==> src/rtl/console_io_hub_pkg.sv <==
// console_io_hub_pkg: shared types and helpers for the console I/O hub.
// Holds the event-channel FSM encoding, the drop counter width and a
// saturating add used by the optional drop counter.
package console_io_hub_pkg;

  typedef enum logic [0:0] {
    EV_IDLE  = 1'b0,
    EV_OFFER = 1'b1
  } ev_state_e;

  localparam int DROP_W = 8;
  localparam logic [DROP_W-1:0] DROP_MAX = {DROP_W{1'b1}};

  // Add inc to count, clamping at the all-ones maximum.
  function automatic logic [DROP_W-1:0] drop_sat_add(input logic [DROP_W-1:0] count,
                                                     input int unsigned inc);
    int unsigned sum;
    sum = 32'(count) + inc;
    if (sum > 32'(DROP_MAX)) begin
      return DROP_MAX;
    end else begin
      return DROP_W'(sum);
    end
  endfunction

endpackage

==> src/rtl/console_io_hub_event_rr_arbiter.sv <==
// console_io_hub_event_rr_arbiter: combinational round-robin scan.
// Starting one past rr_ptr and wrapping modulo NUM_EVENTS, reports whether
// any pending bit is set and the index of the first one found.
module console_io_hub_event_rr_arbiter #(
  parameter int NUM_EVENTS = 4,
  parameter int ID_W       = 2
) (
  input  logic [NUM_EVENTS-1:0] pending,
  input  logic [ID_W-1:0]       rr_ptr,
  output logic                  any,
  output logic [ID_W-1:0]       index
);

  logic [ID_W-1:0] cand_s;

  // Scan upward from rr_ptr+1 and keep the first pending index.
  always_comb begin
    any    = 1'b0;
    index  = '0;
    cand_s = '0;
    for (int k = 1; k <= NUM_EVENTS; k++) begin
      cand_s = ID_W'((int'(rr_ptr) + k) % NUM_EVENTS);
      if (!any && pending[cand_s]) begin
        any   = 1'b1;
        index = cand_s;
      end else begin
        any = any;
      end
    end
  end

endmodule

==> src/rtl/console_io_hub.sv <==
// console_io_hub: pin-side I/O registering plus an event hub that arbitrates
// NUM_EVENTS pulse sources into one request/ack channel.
// Optional feature macro: CONSOLE_IO_DROP_COUNT_EN enables the saturating
// dropped-event counter; without it drop_count is 0 and drop_clr is ignored.
module console_io_hub
  import console_io_hub_pkg::*;
#(
  parameter  int RAM_PINS   = 4,
  parameter  int IO_BITS    = 2,
  parameter  int NUM_EVENTS = 4,
  localparam int ID_W       = $clog2(NUM_EVENTS)
) (
  input  logic                  clk,
  input  logic                  reset,
  input  logic [RAM_PINS-1:0]   pin_data_in,
  input  logic [IO_BITS-1:0]    pin_rx,
  input  logic                  sync_data,
  input  logic                  ppu_reset,
  input  logic [RAM_PINS-1:0]   core_addr,
  output logic [RAM_PINS-1:0]   core_data,
  output logic [IO_BITS-1:0]    core_rx,
  output logic [RAM_PINS-1:0]   pin_addr,
  input  logic [NUM_EVENTS-1:0] event_pulse,
  input  logic [NUM_EVENTS-1:0] event_en,
  output logic                  ev_req,
  output logic [ID_W-1:0]       ev_id,
  input  logic                  ev_ack,
  input  logic                  drop_clr,
  output logic [DROP_W-1:0]     drop_count
);

  // ---------------- pin path ----------------
  logic [RAM_PINS-1:0] data_r;
  logic [IO_BITS-1:0]  rx_r;
  logic [RAM_PINS-1:0] pin_addr_r;

  // While the PPU is held in reset the data pins are looped back onto the
  // address pins so the RAM sees a defined address.
  assign core_data = sync_data ? data_r : pin_data_in;
  assign core_rx   = rx_r;
  assign pin_addr  = pin_addr_r;

  // Register raw data/RX pins and the outgoing address pins.
  always_ff @(posedge clk) begin
    if (reset) begin
      data_r     <= '0;
      rx_r       <= '0;
      pin_addr_r <= '0;
    end else begin
      data_r     <= pin_data_in;
      rx_r       <= pin_rx;
      pin_addr_r <= ppu_reset ? core_data : core_addr;
    end
  end

  // ---------------- event hub ----------------
  ev_state_e             state_r, state_nxt_s;
  logic [ID_W-1:0]       ev_id_r, ev_id_nxt_s;
  logic [ID_W-1:0]       rr_ptr_r, rr_ptr_nxt_s;
  logic [NUM_EVENTS-1:0] pending_r;
  logic [NUM_EVENTS-1:0] clr_s;
  logic                  ev_req_s;
  logic                  arb_any_s;
  logic [ID_W-1:0]       arb_index_s;

  assign ev_req_s = (state_r == EV_OFFER);
  assign ev_req   = ev_req_s;
  assign ev_id    = ev_id_r;

  // One-hot clear of the pending bit being accepted this cycle.
  always_comb begin
    clr_s = '0;
    if (ev_req_s && ev_ack) begin
      clr_s[ev_id_r] = 1'b1;
    end else begin
      clr_s = '0;
    end
  end

  // Pending bits: a pulse sets, an accepted offer clears (a coincident pulse
  // wins, counting as a new occurrence), and disabling drops the bit.
  always_ff @(posedge clk) begin
    if (reset) begin
      pending_r <= '0;
    end else begin
      pending_r <= event_en & ((pending_r & ~clr_s) | event_pulse);
    end
  end

  console_io_hub_event_rr_arbiter #(
    .NUM_EVENTS (NUM_EVENTS),
    .ID_W       (ID_W)
  ) u_arb (
    .pending (pending_r),
    .rr_ptr  (rr_ptr_r),
    .any     (arb_any_s),
    .index   (arb_index_s)
  );

  // Offer FSM state, latched id and round-robin pointer.
  always_ff @(posedge clk) begin
    if (reset) begin
      state_r  <= EV_IDLE;
      ev_id_r  <= '0;
      rr_ptr_r <= ID_W'(NUM_EVENTS - 1);
    end else begin
      state_r  <= state_nxt_s;
      ev_id_r  <= ev_id_nxt_s;
      rr_ptr_r <= rr_ptr_nxt_s;
    end
  end

  // Offer FSM: grant from IDLE, finish on ack, withdraw if the bit vanished.
  always_comb begin
    state_nxt_s  = state_r;
    ev_id_nxt_s  = ev_id_r;
    rr_ptr_nxt_s = rr_ptr_r;
    case (state_r)
      EV_IDLE: begin
        if (arb_any_s) begin
          state_nxt_s = EV_OFFER;
          ev_id_nxt_s = arb_index_s;
        end else begin
          state_nxt_s = EV_IDLE;
        end
      end
      EV_OFFER: begin
        if (ev_ack) begin
          state_nxt_s  = EV_IDLE;
          rr_ptr_nxt_s = ev_id_r;
        end else if (!pending_r[ev_id_r]) begin
          state_nxt_s = EV_IDLE;
        end else begin
          state_nxt_s = EV_OFFER;
        end
      end
      default: begin
        state_nxt_s = EV_IDLE;
      end
    endcase
  end

  // ---------------- drop counter ----------------
`ifdef CONSOLE_IO_DROP_COUNT_EN
  logic [NUM_EVENTS-1:0] drop_s;
  logic [DROP_W-1:0]     drop_count_r;

  // A pulse landing on a still-pending, enabled, not-being-cleared bit is lost.
  assign drop_s     = event_pulse & pending_r & ~clr_s & event_en;
  assign drop_count = drop_count_r;

  // Saturating count of lost pulses; a clear wins over same-cycle drops.
  always_ff @(posedge clk) begin
    if (reset) begin
      drop_count_r <= '0;
    end else if (drop_clr) begin
      drop_count_r <= '0;
    end else begin
      drop_count_r <= drop_sat_add(drop_count_r, unsigned'($countones(drop_s)));
    end
  end
`else
  logic unused_drop_clr_s;
  assign unused_drop_clr_s = drop_clr;
  assign drop_count        = '0;
`endif

endmodule

==> config.mk <==
export PLATFORM = sky130hd
export DESIGN_NAME = console_io_hub
export DESIGN_NICKNAME = d
export VERILOG_FILES = /design/src/rtl/console_io_hub_pkg.sv /design/src/rtl/console_io_hub_event_rr_arbiter.sv /design/src/rtl/console_io_hub.sv
export SDC_FILE = /design/constraint.sdc
export NUM_CORES = 1
export LEC_CHECK = 0
export BUFFER_PORTS_ARGS = -buffer_cell sky130_fd_sc_hd__buf_2
export CORE_MARGIN = 3
export CORE_UTILIZATION = 30
export DETAILED_ROUTE_END_ITERATION = 16
export PLACE_DENSITY_LB_ADDON = 0.08
export SKIP_CTS_REPAIR_TIMING = 1
export SLEW_MARGIN = 15
export SYNTH_ARGS = -nofsm -noshare
export SYNTH_HDL_FRONTEND = slang
export SYNTH_SLANG_ARGS = --single-unit
==> constraint.sdc <==
create_clock -name clk -period 2.1 [get_ports clk]
set_input_delay 0.21 -clock clk [delete_from_list [all_inputs] [get_ports clk]]
set_output_delay 0.21 -clock clk [all_outputs]
set_load 0.01 [all_outputs]
[Word level (Yosys, flattened, before mapping)]
Cells that the tools add are included.
Word-level totals
  output and inout port bits: 21
  bits in registers: 19
  input port bits: 24
  word-level logic and storage cells: 59
Cells by class
  add/subtract/negate cells: 4
  $lt $le $gt $ge: 6
  bitwise operators: 5
  reduce and logical (&&, ||, !) cells: 10
  multiplexer cells: 27
Operator list (number)
  2-bit by 3-bit < comparator with 1-bit output (second input constant): 5
  1-bit 2-to-1 mux: 13
  4-bit 2-to-1 mux: 3
  1-bit binary-select mux with 2-bit select: 5
  4-bit AND: 2
  2-bit 2-to-1 mux: 4
  1-bit logical AND: 5
  2-bit by 1-bit adder with 2-bit output (second input constant): 2
  2-bit adder (second input constant): 2
  4-bit inverter: 1
  4-bit OR: 1
  2-bit AND reduction: 2
  1-bit zero test: 3
  1-bit demux with 2-bit select: 1
  2-bit by 1-bit >= comparator with 1-bit output (second input constant): 1
  1-bit one-hot mux with 2 select lines: 1
  1-bit inverter: 1

[Depth between registers and ports, before layout]
  depth in word-level cells: 15
  depth in mapped cells: 5
  mapped depth without buffers: 4

[Hierarchy]
Synthesis repeated with hierarchy kept, for this count alone.
Unflattened totals
  cells, all modules: 90
  area, all modules: 869.6 µm²
Modules (own cells, without submodules)
  console_io_hub: cells an instance 76, area each 778.2 µm², instances 1
  console_io_hub_event_rr_arbiter: cells an instance 14, area each 91.3 µm², instances 1

[Worst setup path before layout]
Ideal clock, no wire load.
  path type: register to register
  start point: register ev_id_r[0], in the netlist ev_id[0]
  end point: register state_r, in the netlist ev_req
  clock period less this slack: 1.269 ns
  arrival: 1.141 ns
  data required time: 1.972 ns
  path slack: 0.831 ns
  cell stages (with the launch flop): 4
  path through: dfxtp_1 -> mux4_2 -> a31oi_1 -> nor2_1
On the way
  word-level cells in the longest chain between the ends: 5
Ends and longest elaborated chain
  start: declaration: RTL line console_io_hub.sv:58  | logic [ID_W-1:0] ev_id_r, ev_id_nxt_s;
  start signal: assignment: RTL line console_io_hub.sv:108  | ev_id_r <= ev_id_nxt_s;
  1-bit binary-select mux with 2-bit select: RTL line console_io_hub.sv:131  | end else if (!pending_r[ev_id_r]) begin
  1-bit 2-to-1 mux (implied by the code): RTL line console_io_hub.sv:131
  1-bit 2-to-1 mux: RTL line console_io_hub.sv:131
  1-bit 2-to-1 mux: RTL line console_io_hub.sv:128  | if (ev_ack) begin
  1-bit one-hot mux with 2 select lines: RTL line console_io_hub.sv:118  | case (state_r)
  end signal: assignment: RTL line console_io_hub.sv:107  | state_r <= state_nxt_s;
  end: declaration: RTL line console_io_hub.sv:57  | ev_state_e state_r, state_nxt_s;
Every way passes these cells. The select of a mux whose other input is x is not followed.
A chain may end at the register's enable or synchronous reset.

[Final worst setup path]
  start point: register pending_r[3]
  end point: register ev_id_r[1], in the netlist ev_id[1]
On the way
  word-level cells in the longest chain between the ends: 13
  elaborated cells between the ends (all ways): 23
  those cells by class: mux (16); reduce/logical (7)
Ends and longest elaborated chain
  start: declaration: RTL line console_io_hub.sv:60  | logic [NUM_EVENTS-1:0] pending_r;
  start signal: assignment: RTL line console_io_hub.sv:86  | pending_r <= event_en & ((pending_r & ~clr_s) | event_pulse);
  1-bit binary-select mux with 2-bit select: RTL line console_io_hub_event_rr_arbiter.sv:23  | if (!any && pending[cand_s]) begin
  1-bit 2-to-1 mux (implied by the code): RTL line console_io_hub_event_rr_arbiter.sv:23
  1-bit 2-to-1 mux: RTL line console_io_hub_event_rr_arbiter.sv:23
  1-bit zero test: RTL line console_io_hub_event_rr_arbiter.sv:23
  1-bit logical AND: RTL line console_io_hub_event_rr_arbiter.sv:23
  1-bit 2-to-1 mux: RTL line console_io_hub_event_rr_arbiter.sv:23
  1-bit zero test: RTL line console_io_hub_event_rr_arbiter.sv:23
  1-bit logical AND: RTL line console_io_hub_event_rr_arbiter.sv:23
  1-bit 2-to-1 mux: RTL line console_io_hub_event_rr_arbiter.sv:23
  1-bit zero test: RTL line console_io_hub_event_rr_arbiter.sv:23
  1-bit logical AND: RTL line console_io_hub_event_rr_arbiter.sv:23
  1-bit 2-to-1 mux: RTL line console_io_hub_event_rr_arbiter.sv:23
  2-bit AND reduction (no source line)
Several ways; a longest one is shown, not always the timed one. The select of a mux whose other input is x is not followed.

==> flow_summary.yaml <==
synth:
  synthTopCellsByArea: "dfxtp_1, buf_4, a21oi_1, mux2_2, mux2i_1"
  synth_edf_count: 0
  synth_warnings: 0
  synth_flop_cell: "dfxtp_1"
  ys_seq_area_share_pct: 42.8
  netlist_area_um2: 890
  synthCells: 96
  ys_types: 27
  yosys.area.top_type: "dfxtp_1"
  ys_ff_latch: 19
  avgSynthCellArea_um2: 9.27
  yosysTopAreaCellShare_pct: 42.8
  async_flop_share_pct: 0
timing:
  tns_ns: 0
  layout_min_cycle_time_ns: 1.36
  hold_viol_final: 0
  post-route-period-util_pct: 64.9
  rsz0062_at_grt: "no"
  slew_violations: 0
  fmax_mhz: 734
  layout_setup_ws_ns: 0.737
  finalClockSkew_ns: 0.00172
  setup_viol_count_final: 0
  holdWs_ns: 0.128
floorplan:
  rows: 19
  die_area_mm2: 0.00365
  io_pins: 45
  die_w_um: 60.5
  die_y_um: 60.5
  start_util_pct: 32.0
  core-area_mm2: 0.00278
global_routing:
  grt.busiest_layer: "met2"
  grt_util_met1_pct: 15.0
  overflow: 0
  grt_usage_pct: 11.0
  grt.met3_usage_pct: 4.04
  grt_pass1_wl_mm: 3.02
  met2_usage_pct: 17.4
  grt_pass1_vias: 641
  antenna_found_initial: 0
  grt_max_degree: 20
cts:
  root_buffer: "clkbuf_4"
  cts_tree: "yes"
  cts_buffers: 3
  h-tree-depth: 1
  clk_path_buf_depth: 2
  path_clk_slew_ns: 0.10
  clock_latency_ns: 0.29
  cts.sinks: 19
run_status:
  status: "completed"
setup_path:
  startpoint: "pending_r[3]"
  crit_type: "flip-flop to flip-flop"
  critPathLaunchType: "flip-flop"
  slowest_stage: "dfxtp_1"
  reg2reg_from: "pending_r[3]"
  crit_path_cell_trace: "or2b_1 -> a21oi_1 -> or3_1 -> a311oi_2"
  worst_ep_arrival_time_ns: 1.57
  path_max_fanout: 9
  endpoint_kind: "flip-flop"
  slowest_delay_ns: 0.51
  critPathRequiredTime_ns: 2.31
power:
  irDropWorstVdd_mv: 0.471
  p_leak_nw: 0.505
  power.density_mw_per_mm2: 671
  power_mw: 0.722
routing:
  via_count: 760
  drc: 0
  viasPerCell: 4.72
  drt-initial-drc-count: 13
  wire_per_inst_um: 11.6
  wirelength_mm: 1.87
  postRouteAntennaNets: 0
  firstDrtPassIters: 4
finish:
  insertedDiodeCount: 0
  drive_gt1_share_pct: 34.6
  areaGrowthSynthToFinish_pct: 21.0
  fin_nets: 155
  utilization_pct: 38.7
placed_design:
  post-place-ws_ns: 0.733
  place.gp.congestion: 0.753
  place.port_buffers: 35
  dp_hpwl_mm: 1.43
hold_path:
  holdCritPathClass: "input port to flip-flop"
  min_from: "pin_rx[1]"
flow_run:
  cap_violations: 0
layout make-up:
cell class                 instances  area (µm²)
multi-input combinational         70         448
sequential                        19         380
clock buffer                       4        26.3
tap                               31        38.8
timing repair buffer              35         175
fill                             295        1710
inverter                           2        7.51
critical path: cells and delay by family (launching register included):
family           cells  cell delay [ns]
flip-flops           1             0.51
AND/OR/NAND/NOR      2             0.50
AO/OA/AOI/OAI        2             0.27
kinds of logic (layout without fill, tap and decap cells):
group / after synthesis / count (layout) / share of synthesized area, %
simple gates: 37 / 37 / 22.8
flops: 19 / 19 / 42.8
compound gates: 16 / 16 / 12.1
buf+inv: 14 / 41 / 9.84
mux: 9 / 9 / 12.1
other cells: 1 / 8 / 0.422
stage by stage:
step | instance area (µm²) | instances
global placement | 1050 | 157
floorplan | 916 | 103
CTS | 1080 | 161
finish | 1080 | 161
detailed placement | 1050 | 157
global route | 1080 | 161
worst paths after layout:
| check | end | slack, ns | cells past startpoint |
|---|---|---|---|
| max | ev_id[1] | 0.74 | 4 |
| min | core_rx[1] | 0.13 | 2 |
| max reg2reg | ev_id[1] | 0.74 | 4 |
| min reg2reg | ev_id[0] | 0.59 | 2 |
flip-flops by register name (all words and copies together), names as in the netlist:
name,flops
ev_req,1
pin_addr,4
pending_r,4
core_rx,2
rr_ptr_r,2
data_r,4
ev_id,2
per-layer routing:
metal	share of wire, %	up-vias
met1	46	346
met5	0	-
li1	-	384
met2	45	30
met3	9.4	0
met4	0	0
synth_stat cells, types with 2 or more instances:
master / count
inv_1: 2
mux2i_1: 4
a21oi_1: 9
or3_1: 2
nand2b_1: 4
buf_4: 9
clkbuf_1: 2
and3_1: 2
nor2_1: 10
nand2_1: 5
dfxtp_1: 19
or2b_1: 2
mux2_2: 4
nor3b_1: 4
nor2b_1: 6
where the power goes:
part           switching (mW)  internal (mW)  leakage, nW
combinational          0.0661         0.0684        0.332
clock                   0.104         0.0738       0.0150
sequential             0.0253          0.385        0.157
total                   0.195          0.527        0.505
layout by cell type (no fill, tap or decap), types with 2 or more instances in the layout:
cell and instances:
and3_1 2, nand2b_1 4, conb_1 8, inv_1 2
nor2b_1 6, dfxtp_1 19, a21oi_1 9, or3_1 2
mux2_2 4, mux2i_1 4, buf_2 35, or2b_1 2
clkbuf_4 3, nor2_1 10, nor3b_1 4, nand2_1 5
No activity file was read; power rests on OpenSTA's default activity.
